==> src/rtl/pokey_pkg.sv <==
// Shared POKEY definitions: AUDC bit positions and the AUDF register type.
package pokey_pkg;

  localparam int unsigned DIST_NO5  = 7;
  localparam int unsigned DIST_SEL4 = 6;
  localparam int unsigned DIST_PURE = 5;
  localparam int unsigned VOL_ONLY  = 4;
  localparam int unsigned VOL_MSB   = 3;
  localparam int unsigned VOL_LSB   = 0;

  typedef logic [7:0] audf_t;

endpackage

==> src/rtl/chan_divider.sv <==
// Audio channel 8-bit reloadable divider with STIMER restart and underflow pulse.
module chan_divider
  import pokey_pkg::*;
(
  input  logic       clk,
  input  logic       reset,
  input  logic       enn,
  input  logic       baseTick,
  input  logic       stimer,
  input  logic [7:0] audf,
  output logic       reload,
  output logic       underflow
);

  audf_t count;

  // Reload-on-count qualifier; the parent samples its distortion on this same edge.
  assign reload = enn & baseTick & ~stimer & (count == '0);

  always_ff @(negedge clk or posedge reset) begin
    if (reset) begin
      count     <= '0;
      underflow <= 1'b0;
    end else if (enn) begin
      underflow <= reload;
      if (stimer) begin
        count <= audf;
      end else if (baseTick) begin
        if (count == '0) count <= audf;
        else             count <= count - 8'd1;
      end
    end
  end

endmodule

==> src/rtl/audio_channel.sv <==
// Single POKEY audio channel: divider, distortion, optional high-pass, volume.
// Macro POKEY_HIPASS_EN enables the high-pass flip-flop and XOR stage.
module audio_channel
  import pokey_pkg::*;
(
  input  logic       clk,
  input  logic       reset,
  input  logic       enn,
  input  logic       baseTick,
  input  logic       stimer,
  input  logic [7:0] audf,
  input  logic [7:0] audc,
  input  logic       poly4bit,
  input  logic       poly5bit,
  input  logic       poly917bit,
  input  logic       hpEn,
  input  logic       hpClk,
  output logic       underflow,
  output logic       chanOut,
  output logic [3:0] volOut
);

  logic reload;
  logic tone_ff;
  logic gate;
  logic src;

  chan_divider u_div (
    .clk       (clk),
    .reset     (reset),
    .enn       (enn),
    .baseTick  (baseTick),
    .stimer    (stimer),
    .audf      (audf),
    .reload    (reload),
    .underflow (underflow)
  );

  always_comb begin
    gate = audc[DIST_NO5] | poly5bit;
    src  = audc[DIST_PURE] ? ~tone_ff
                           : (audc[DIST_SEL4] ? poly4bit : poly917bit);
  end

  always_ff @(negedge clk or posedge reset) begin
    if (reset) begin
      tone_ff <= 1'b0;
    end else if (enn) begin
      if (stimer)              tone_ff <= 1'b0;
      else if (reload && gate) tone_ff <= src;
    end
  end

`ifdef POKEY_HIPASS_EN
  logic hp_ff;

  // Captures the pre-edge tone value even when the own underflow fires together.
  always_ff @(negedge clk or posedge reset) begin
    if (reset) begin
      hp_ff <= 1'b0;
    end else if (enn) begin
      if (stimer)     hp_ff <= 1'b0;
      else if (hpClk) hp_ff <= tone_ff;
    end
  end

  assign chanOut = hpEn ? (tone_ff ^ hp_ff) : tone_ff;
`else
  logic unused_hp;
  assign unused_hp = hpEn ^ hpClk;
  assign chanOut   = tone_ff;
`endif

  always_comb begin
    if (audc[VOL_ONLY]) volOut = audc[VOL_MSB:VOL_LSB];
    else if (chanOut)   volOut = audc[VOL_MSB:VOL_LSB];
    else                volOut = '0;
  end

endmodule

==> config.mk <==
export PLATFORM = sky130hd
export DESIGN_NAME = audio_channel
export DESIGN_NICKNAME = d
export VERILOG_FILES = /design/src/rtl/pokey_pkg.sv /design/src/rtl/chan_divider.sv /design/src/rtl/audio_channel.sv
export SDC_FILE = /design/constraint.sdc
export NUM_CORES = 1
export LEC_CHECK = 0
export ABC_AREA = 1
export ABC_CLOCK_PERIOD_IN_PS = 1500
export CORE_ASPECT_RATIO = 1.1
export CORE_UTILIZATION = 43
export CTS_BUF_LIST = sky130_fd_sc_hd__clkbuf_2
export DETAILED_ROUTE_END_ITERATION = 8
export PLACE_DENSITY = 0.92
export SLEW_MARGIN = 20
export SYNTH_ARGS = -nofsm -noshare
export SYNTH_HDL_FRONTEND = slang
export SYNTH_SLANG_ARGS = --single-unit
==> constraint.sdc <==
create_clock -name clk -period 1.5 [get_ports clk]
set_input_delay 0.3 -clock clk [delete_from_list [all_inputs] [get_ports clk]]
set_output_delay 0.3 -clock clk [all_outputs]
set_load 0.01 [all_outputs]
# Yosys cells after proc, flatten, opt, wreduce, memory -nomap -nowiden

Index checks and enable logic that the tools add are counted.

Add/sub/neg operators: 1
Multiplexer cells: 9
Bitwise operators: 6
Reductions and logical operators: 6

Operators with widths:

| kind                                              | count |
|---|---|
| 2-to-1 mux 8 bit                                  | 3 |
| zero test 8 bit                                   | 1 |
| 2-to-1 mux 4 bit                                  | 2 |
| subtractor 8 x 1 -> 8 bit (second input constant) | 1 |
| 2-to-1 mux 1 bit                                  | 4 |
| AND reduction 2 bit                               | 2 |
| nonzero test 2 bit                                | 2 |
| AND 1 bit                                         | 3 |
| inverter 1 bit                                    | 2 |
| logical AND 1 bit                                 | 1 |
| OR 1 bit                                          | 1 |

Bits in registers: 10
Bits of input ports: 26
Output and inout bits: 6
Word-level logic and storage cells: 25

# Depth between registers and ports, before layout

Gate-level depths: netlist of the first run.

Word-level depth: 6
Depth in mapped cells: 8
Mapped depth without buffers: 8

# By module

A second synthesis of the first run with hierarchy kept.

Cells, all modules: 125
Area total of the unflattened synthesis: 842.1 sq um

Modules (own cells, without submodules):

| module        | instances | cells an instance | area each (sq um) | sequential area each (sq um) |
|---|---|---|---|---|
| chan_divider  | 1         | 96                | 705.7             | 225.2 |
| audio_channel | 1         | 29                | 136.4             | 25.0 |

==> reports/qor.csv, run 1 <==
metric;value;unit
ys async rst share;100;%
delay-heaviest family, CP;flip-flops;
vias in the first global route;913;
Hold Path Class;reg2reg;
mux cell area share after synthesis;0;%
IR drop worst, VDD;0.668;mV
total CTS buffers;3;
final worst-path setup slack;-598;ps
Post-Syn Area;763;um^2
total congestion overflow;0;
final cell count without fillers;182;
Die Ht;46.2;um
DRT iter0 DRCs;36;
clock tree sinks;10;
first-pass GRT wire length;3770;um
# port buffers;29;
Clock transition at path regs;70;ps
layout cell share with drive strength beyond 1;38.8;%
Ys Warns;0;
Buf+Inv Stages, Crit Path;1;
DRT Pass-1 Iters;4;
Critical Path RT;1200;ps
Syn Inst Count;119;
crit path DAT;1800;ps
drt via density;5.45;
Max Cap Viol;0;
Cell Area, Placed;1180;um^2
post-synthesis cell type count;19;
routed vias;992;
final-report max-slew violation count;0;
DIE AREA;1950;um^2
crit path cell chain;nor2_4 > nor2_2 > buf_2;
core box area;1610;um^2
Nets;195;
WL/cell;16.0;um
Worst Tran Pin Value;291;ps
Synth area leader;dfrtn_1;
initial antenna violation count;0;
Post-Syn Nets;147;
most instantiated library cell after synthesis;nand2_1;
Synth Flop Type;dfrtn_1;
endpoints failing setup;11;
Synth top cells by count;34 x nand2_1, 22 x inv_1, 15 x nor2_1;
unrepaired setup endpoints after global routing;yes;
slowest stage cell on the critical path;dfrtn_1;
Avg Inst Size Synth;6.41;um^2
share of the synthesized area in the top cell type;32.8;%
CP max FO;4;
post-layout util;86.5;%
xor and xnor area share after synthesis;2.30;%
Synth Area in Adders;3.28;%
status;complete, but fails checks;
crit end category;output pin;
Post-Route WL;2910;um
slowest stage delay, CP;470;ps
number of flops mapped to enable cells by yosys;0;
pwr/cell area;756;nW/um^2
sequential area share after synthesis;32.8;%
Die X;42.2;um
Hold Buf Count CTS;0;
post-route ant nets;0;
I/O Pins;32;
maximum buffer depth of the clock tree;2;
post-route cell area;1400;um^2
clock latency on the worst-skew pair;250;ps
max_slew headroom;80.5;%
Total Neg Setup Slack;-3480;ps
Layout Skew;5.57;ps
HPWL after detailed placement;1500;um
initial core utilization;47.3;%
post-synthesis compound-gate area fraction;9.34;%
largest net degree at the start of global routing;11;
DRC violations left;0;
failing checks;setup timing;
area grow syn2layout;83.0;%
Tot GR Track Use;26.4;%
GP Congestion;0.885;
combinational family with the most area after synthesis;simple AND/OR/NAND/NOR gates;
Yosys reg bits;10;
ANT cells;0;
Root Buffer;clkbuf_2;
startpoint types;register;
row count;15;
H-tree Lvls;1;
CP Class;reg2out;
Inst Count DP;171;
LEAKAGE;0.725;nW
Fin. Hold Viols;0;
Simple-Gate Fraction of Synth Area;40.8;%
Area contributors post-synth;dfrtn_1 33%, nand2_1 17%, inv_1 11%, nor2_1 7.4%, nand3_1 7.2%;
TritonCTS clock tree;built;
area by class of cell:
| cell class | count | area, um^2 |
|---|---|---|
| inverter | 22 | 92.6 |
| tap | 17 | 21.3 |
| fill | 89 | 218 |
| sequential | 10 | 250 |
| clock buffer | 3 | 15.0 |
| timing repair buffer | 43 | 405 |
| multi-input combinational | 87 | 612 |
power breakdown:
group | internal [mW] | switching (mW)
Clock | 0.0545 | 0.0973
Sequential | 0.319 | 0.0685
Combinational | 0.228 | 0.288
metrics by stage:
| stage | setup slack [ps] | hold WS, ps | power [mW] |
|---|---|---|---|
| after global placement | -768 | 422 | 0.729 |
| after detailed placement | -836 | 437 | 0.748 |
| after CTS | -532 | 487 | 0.916 |
| after global routing | -631 | 522 | 1.12 |
| final | -598 | 503 | 1.06 |
| after floorplan | -275 | 447 | 0.599 |
logic make-up after synthesis:
logic type / Yosys count
compound gates: 12
xor+xnor: 2
fa+ha+maj: 2
buf+inv: 23
flops: 10
simple gates: 70
path summary, 6_finish.rpt:
path                                startpoint             end  slack (ps)  cells after the start
worst max-delay path                   chanOut       volOut[1]        -600                      3
worst min-delay path            u_div.count[5]  u_div.count[5]         500                      2
worst max register to register  u_div.count[3]  u_div.count[7]         -20                      8
worst min register to register  u_div.count[5]  u_div.count[5]         500                      2
max in group asynchronous                reset  u_div.count[4]         370                      3
min in group asynchronous                reset  u_div.count[7]         990                      3
worst reg2reg max path: cells and delay by family (launching register included):
kind	cells	cell delay [ps]
buffers and inverters	1	140
flip-flops	1	550
AND/OR/NAND/NOR	7	660
state kept, by name (all words and copies together) (netlist names):
name	count
chanOut	1
u_div.count	8
u_div.underflow	1
metal layers:
metal / vias to the layer above / track usage [%] / wire, um
met3: 21 / 8.24 / 225
li1: 463 / - / -
met4: 0 / 13.1 / 147
met5: - / 0 / 0
met1: 447 / 28.1 / 1070
met2: 61 / 47.7 / 1470
cell usage in the layout, fill, tap and decap left out, types with 6 or more instances in the layout:
cell type and instances:
nor2_1 7, buf_6 6, dfrtn_1 10, nand3_2 6, nand2_1 27, buf_4 8
inv_1 17, clkdlybuf4s50_1 6, buf_2 6, nor2_2 8, dlygate4sd2_1 8
repair_timing:
action / 4_1_cts / 5_1_grt
gates cloned: 1 / 0
pin swaps: 31 / 18
gates resized for setup: 78 / 25
buffers inserted: 6 / 2
endpoints found under the setup margin: 16 / 16
Note: power is estimated with default switching activity, not from simulation.
==> inputs of run 2 (changes only) <==
--- a/config.mk
+++ b/config.mk
@@ -8,8 +8,10 @@
 export ABC_AREA = 1
 export ABC_CLOCK_PERIOD_IN_PS = 1500
 export CORE_ASPECT_RATIO = 1.1
+export CORE_MARGIN = 4
 export CORE_UTILIZATION = 43
 export CTS_BUF_LIST = sky130_fd_sc_hd__clkbuf_2
+export CTS_CLUSTER_DIAMETER = 30
 export DETAILED_ROUTE_END_ITERATION = 8
 export PLACE_DENSITY = 0.92
 export SLEW_MARGIN = 20
==> reports/qor.csv, run 2 (synthesized netlist as in run 1, its figures left out) <==
metric;value;unit;change
status;complete, but fails checks;;
failing checks;setup timing;;
unrepaired setup endpoints after global routing;yes;;
initial antenna violation count;0;;unchanged
Nets;197;;+1.0%
max_slew headroom;79.9;%;-0.63 points
CP Class;reg2out;;
Post-Route WL;3230;um;+11%
largest register by flop count;u_div.count;;
# fillers;93;;+4.5%
Die X;48.2;um;+14%
routed vias;1063;;+7.2%
commonest non-fill, non-tap cell in the layout;nand2_1;;
LEAKAGE;0.728;nW;+0.41%
HPWL after detailed placement;1570;um;+4.9%
H-tree Lvls;1;;unchanged
pwr/cell area;768;nW/um^2;+1.5%
DRT Pass-1 Iters;4;;unchanged
I/O Pins;32;;unchanged
post-layout util;85.4;%;-1.1 points
vias in the first global route;1001;;+9.6%
total congestion overflow;0;;unchanged
layout cell share with drive strength beyond 1;42.5;%;+3.7 points
endpoints failing setup;13;;+2
crit end category;output pin;;
crit path cell chain;buf_6 > nor2_4 > nor2_2 > buf_2;;
crit path DAT;1800;ps;about the same
ANT cells;0;;unchanged
Layout Skew;5.72;ps;+0.151 ps
pre-CTS setup slack;-797;ps;+39.0 ps
Clock transition at path regs;70;ps;about the same
slowest stage delay, CP;360;ps;-110 ps
GP Congestion;0.870;;-1.7%
WL/cell;17.5;um;+9.8%
slowest stage cell on the critical path;dfrtn_1;;
final-report max-slew violation count;0;;unchanged
core box area;1630;um^2;+1.2%
most frequent cells in the layout;28 x nand2_1, 17 x inv_1, 10 x dfrtn_1, 9 x buf_6, 9 x buf_4;;
Root Buffer;clkbuf_2;;
total CTS buffers;3;;unchanged
largest net degree at the start of global routing;8;;-3
DIE AREA;2510;um^2;+29%
CP max FO;4;;unchanged
max reg flops;8;;unchanged
startpoint types;register;;
row count;15;;unchanged
DRT iter0 DRCs;49;;+36%
clock latency on the worst-skew pair;260;ps;about the same
Worst Tran Pin Value;300;ps;+9.46 ps
Buf+Inv Stages, Crit Path;2;;+1
Tot GR Track Use;25.2;%;-1.2 points
Max Cap Viol;0;;unchanged
Critical Path RT;1200;ps;about the same
Hold Buf Count CTS;0;;unchanged
Die Ht;52.2;um;+13%
Hold Path Class;reg2reg;;
TritonCTS clock tree;built;;
clock tree sinks;10;;unchanged
# port buffers;29;;unchanged
DRC violations left;0;;unchanged
maximum buffer depth of the clock tree;2;;unchanged
initial core utilization;46.7;%;-0.54 points
first-pass GRT wire length;4370;um;+16%
post-route ant nets;0;;unchanged
drt via density;5.78;;+6.0%
area grow syn2layout;82.8;%;about the same
Fin. Hold Viols;0;;unchanged
delay-heaviest family, CP;flip-flops;;
final worst-path setup slack;-600;ps;-1.97 ps
IR drop worst, VDD;0.560;mV;-16%
## run 2: worst register-to-register path, stage by stage, from the launching register on
cell,delay [ps]
dfrtn_1,370
inv_1,110
buf_4,150
ha_2,220
inv_1,80
o21ai_1,230
nand3_2,120
nand3_2,90
nand2_1,50
## run 2: path summary, 6_finish.rpt
kind                                     start             end  slack, ps  depth (start not counted)
worst max register to register  u_div.count[0]  u_div.count[6]        -60                          8
max in group asynchronous                reset  u_div.count[4]        400                          3
worst min register to register  u_div.count[7]  u_div.count[7]        490                          2
worst min-delay path            u_div.count[7]  u_div.count[7]        490                          2
worst max-delay path                   chanOut       volOut[0]       -600                          4
min in group asynchronous                reset         chanOut        950                          3
## run 2: metal layers
metal | track usage (%) | part of all wire (%) | vias up
met1 | 26.7 | 34 | 487
met4 | 13.9 | 5.8 | 0
met2 | 42.4 | 49 | 75
li1 | - | - | 469
met5 | 0 | 0 | -
met3 | 7.22 | 10 | 32
## run 2: metrics by stage
step / instances / hold WS [ps] / power (mW) / cell area [um^2] / TNS [ps]
detailed placement: 170 / 446 / 0.739 / 1160 / -11560
floorplan: 119 / 447 / 0.599 / 816 / -1680
global placement: 170 / 428 / 0.723 / 1160 / -11230
finish: 184 / 494 / 1.07 / 1400 / -3390
global route: 184 / 511 / 1.14 / 1400 / -4140
CTS: 181 / 442 / 0.933 / 1310 / -3710
## run 2: final cells by class
type	count	area, um^2	share of cell area (%)
clock buffers	3	15.0	1.08
flip-flops and latches	10	250	17.9
repair buffers	44	394	28.3
inverters	22	95.1	6.82
multi-input cells	88	619	44.4
well taps	17	21.3	1.52
## run 2: repair_timing
action | CTS | global route
setup buffers | 6 | 4
gates resized for setup | 83 | 32
pin swaps | 30 | 18
gates cloned | 2 | 0
endpoints found under the setup margin | 16 | 16
## run 2: where the power goes
part	switching [mW]	internal, mW
clock	0.102	0.0544
sequential	0.0637	0.320
combinational	0.302	0.229
==> inputs of run 3 (changes only) <==
--- a/config.mk
+++ b/config.mk
@@ -6,7 +6,7 @@
 export NUM_CORES = 1
 export LEC_CHECK = 0
 export ABC_AREA = 1
-export ABC_CLOCK_PERIOD_IN_PS = 1500
+export ABC_CLOCK_PERIOD_IN_PS = 2400
 export CORE_ASPECT_RATIO = 1.1
 export CORE_MARGIN = 4
 export CORE_UTILIZATION = 43
==> constraint.sdc (replaced) <==
create_clock -name clk -period 2.4 [get_ports clk]
set_input_delay 0.48 -clock clk [delete_from_list [all_inputs] [get_ports clk]]
set_output_delay 0.48 -clock clk [all_outputs]
set_load 0.01 [all_outputs]
==> reports/qor.csv, run 3 (synthesized netlist as in run 1, its figures left out) <==
metric;value;unit;change
DRT Pass-1 Iters;4;;unchanged
Inst Count DP;169;;-0.59%
Cell Int Power;335;uW;-44%
WL/cell;13.4;um;-23%
max reg flops;8;;unchanged
Die Ht;52.2;um;unchanged
Critical Path RT;1920;ps;+720 ps
final-report max-slew violation count;0;;unchanged
Fin. Hold Viols;0;;unchanged
initial core utilization;46.7;%;unchanged
commonest non-fill, non-tap cell in the layout;nand2_1;;
row count;15;;unchanged
slowest stage delay, CP;370;ps;about the same
P_sw;232;uW;-51%
unrepaired setup endpoints after global routing;yes;;
drt via density;5.17;;-11%
area grow syn2layout;55.4;%;
delay-heaviest family, CP;flip-flops;;
# port buffers;29;;unchanged
Sw Share;40.8;%;-2.9 points
status;complete, but fails checks;;
HPWL after detailed placement;1700;um;+8.2%
Clock Power Share;18.0;%;+3.4 points
Buf+Inv Stages, Crit Path;2;;unchanged
DRT iter0 DRCs;18;;-63%
Worst Tran Pin Value;234;ps;-66.4 ps
final worst-path setup slack;-346;ps;+255 ps
core box area;1630;um^2;unchanged
CP max FO;4;;unchanged
GP Congestion;0.822;;-5.5%
ANT cells;0;;unchanged
maximum buffer depth of the clock tree;2;;unchanged
TritonCTS clock tree;built;;
Post-Route WL;2380;um;-26%
Root Buffer;clkbuf_2;;
initial antenna violation count;0;;unchanged
clock latency on the worst-skew pair;260;ps;about the same
crit path DAT;2270;ps;+470 ps
Logic pwr share;41.0;%;-8.6 points
Cell Area, Placed;1120;um^2;-3.6%
DIE AREA;2510;um^2;unchanged
Hold Buf Count CTS;0;;unchanged
routed vias;915;;-14%
pwr/cell area;478;nW/um^2;-38%
first-pass GRT wire length;3740;um;-14%
total CTS buffers;3;;unchanged
total congestion overflow;0;;unchanged
post-route ant nets;0;;unchanged
pre-CTS setup slack;-592;ps;+206 ps
LEAKAGE;0.673;nW;-7.4%
startpoint types;register;;
H-tree Lvls;1;;unchanged
IR drop worst, VDD;0.312;mV;-44%
final cell count without fillers;177;;-3.8%
Flop pwr share;41.0;%;+5.2 points
failing checks;setup timing;;
endpoints failing setup;6;;-7
Layout Skew;4.34;ps;-1.38 ps
crit end category;output pin;;
Tot Pwr;567;uW;-47%
CP Class;reg2out;;
DRC violations left;0;;unchanged
post-route cell area;1190;um^2;-15%
I/O Pins;32;;unchanged
clock tree sinks;10;;unchanged
Clock transition at path regs;80;ps;about the same
most frequent cells in the layout;31 x nand2_1, 20 x inv_1, 14 x clkdlybuf4s50_1, 11 x nand3_1;;
Tot GR Track Use;21.1;%;-4.1 points
layout cell share with drive strength beyond 1;22.5;%;-20 points
largest register by flop count;u_div.count;;
largest net degree at the start of global routing;11;;+3
Nets;190;;-3.6%
slowest stage cell on the critical path;dfrtn_1;;
Hold Path Class;reg2reg;;
Max Cap Viol;0;;unchanged
Die X;48.2;um;unchanged
crit path cell chain;buf_6 > nor2_4 > nor2_2 > buf_2;;
vias in the first global route;909;;-9.2%
max_slew headroom;84.4;%;+4.5 points
## run 3: path summary, 6_finish.rpt
path	slack, ps	cells after the start	end	startpoint
max in group asynchronous	640	3	u_div.count[5]	reset
min in group asynchronous	1580	3	u_div.count[7]	reset
hold reg to reg	430	1	u_div.underflow	u_div.underflow
setup / recovery	-350	4	volOut[3]	chanOut
setup reg to reg	840	8	u_div.count[0]	u_div.count[0]
hold / removal	430	1	u_div.underflow	u_div.underflow
## run 3: layout make-up
cell class,count,area [um^2]
Clock buffer,3,15.0
Fill cell,130,447
Inverter,22,85.1
Multi-Input combinational cell,87,469
Sequential cell,10,250
Tap cell,17,21.3
Timing Repair Buffer,38,345
## run 3: stage by stage
stage                     hold slack, ps  utilization (%)  setup TNS (ps)
after floorplan                      447                -           -14.0
after global placement               430             68.6           -6920
after detailed placement             433             68.6           -7510
after CTS                            429             72.3           -1610
after global routing                 454             72.6           -1940
final                                428             72.6           -1720
## run 3: metal layers
metal / vias to the layer above / track usage (%) / share of wire [%]
met3: 2 / 4.12 / 8.5
met4: 0 / 8.97 / 1.1
li1: 453 / - / -
met1: 418 / 22.5 / 38
met2: 42 / 37.8 / 52
met5: - / 0 / 0
## run 3: worst reg2reg max path, cell delays in order (launching register included)
cell	delay [ps]
dfrtn_1	350
inv_1	140
ha_1	180
nand2_1	140
nor2_4	210
nor2_2	100
buf_4	140
nor2_1	80
o21bai_1	80
## run 3: power by group through the flow
stage	Clock, mW	Sequential, mW	Combinational, mW
after floorplan	0	0.226	0.141
after CTS	0.0975	0.230	0.231
final	0.102	0.232	0.233
after detailed placement	0	0.233	0.221
after global placement	0	0.232	0.208
after global routing	0.109	0.235	0.260
## run 3: what timing repair did
| action | 4_1_cts | 5_1_grt |
|---|---|---|
| endpoints found under the setup margin | 16 | 15 |
| cloned | 1 | 0 |
| pin swaps | 15 | 4 |
| buffers inserted | 4 | 0 |
| resized for setup | 44 | 6 |
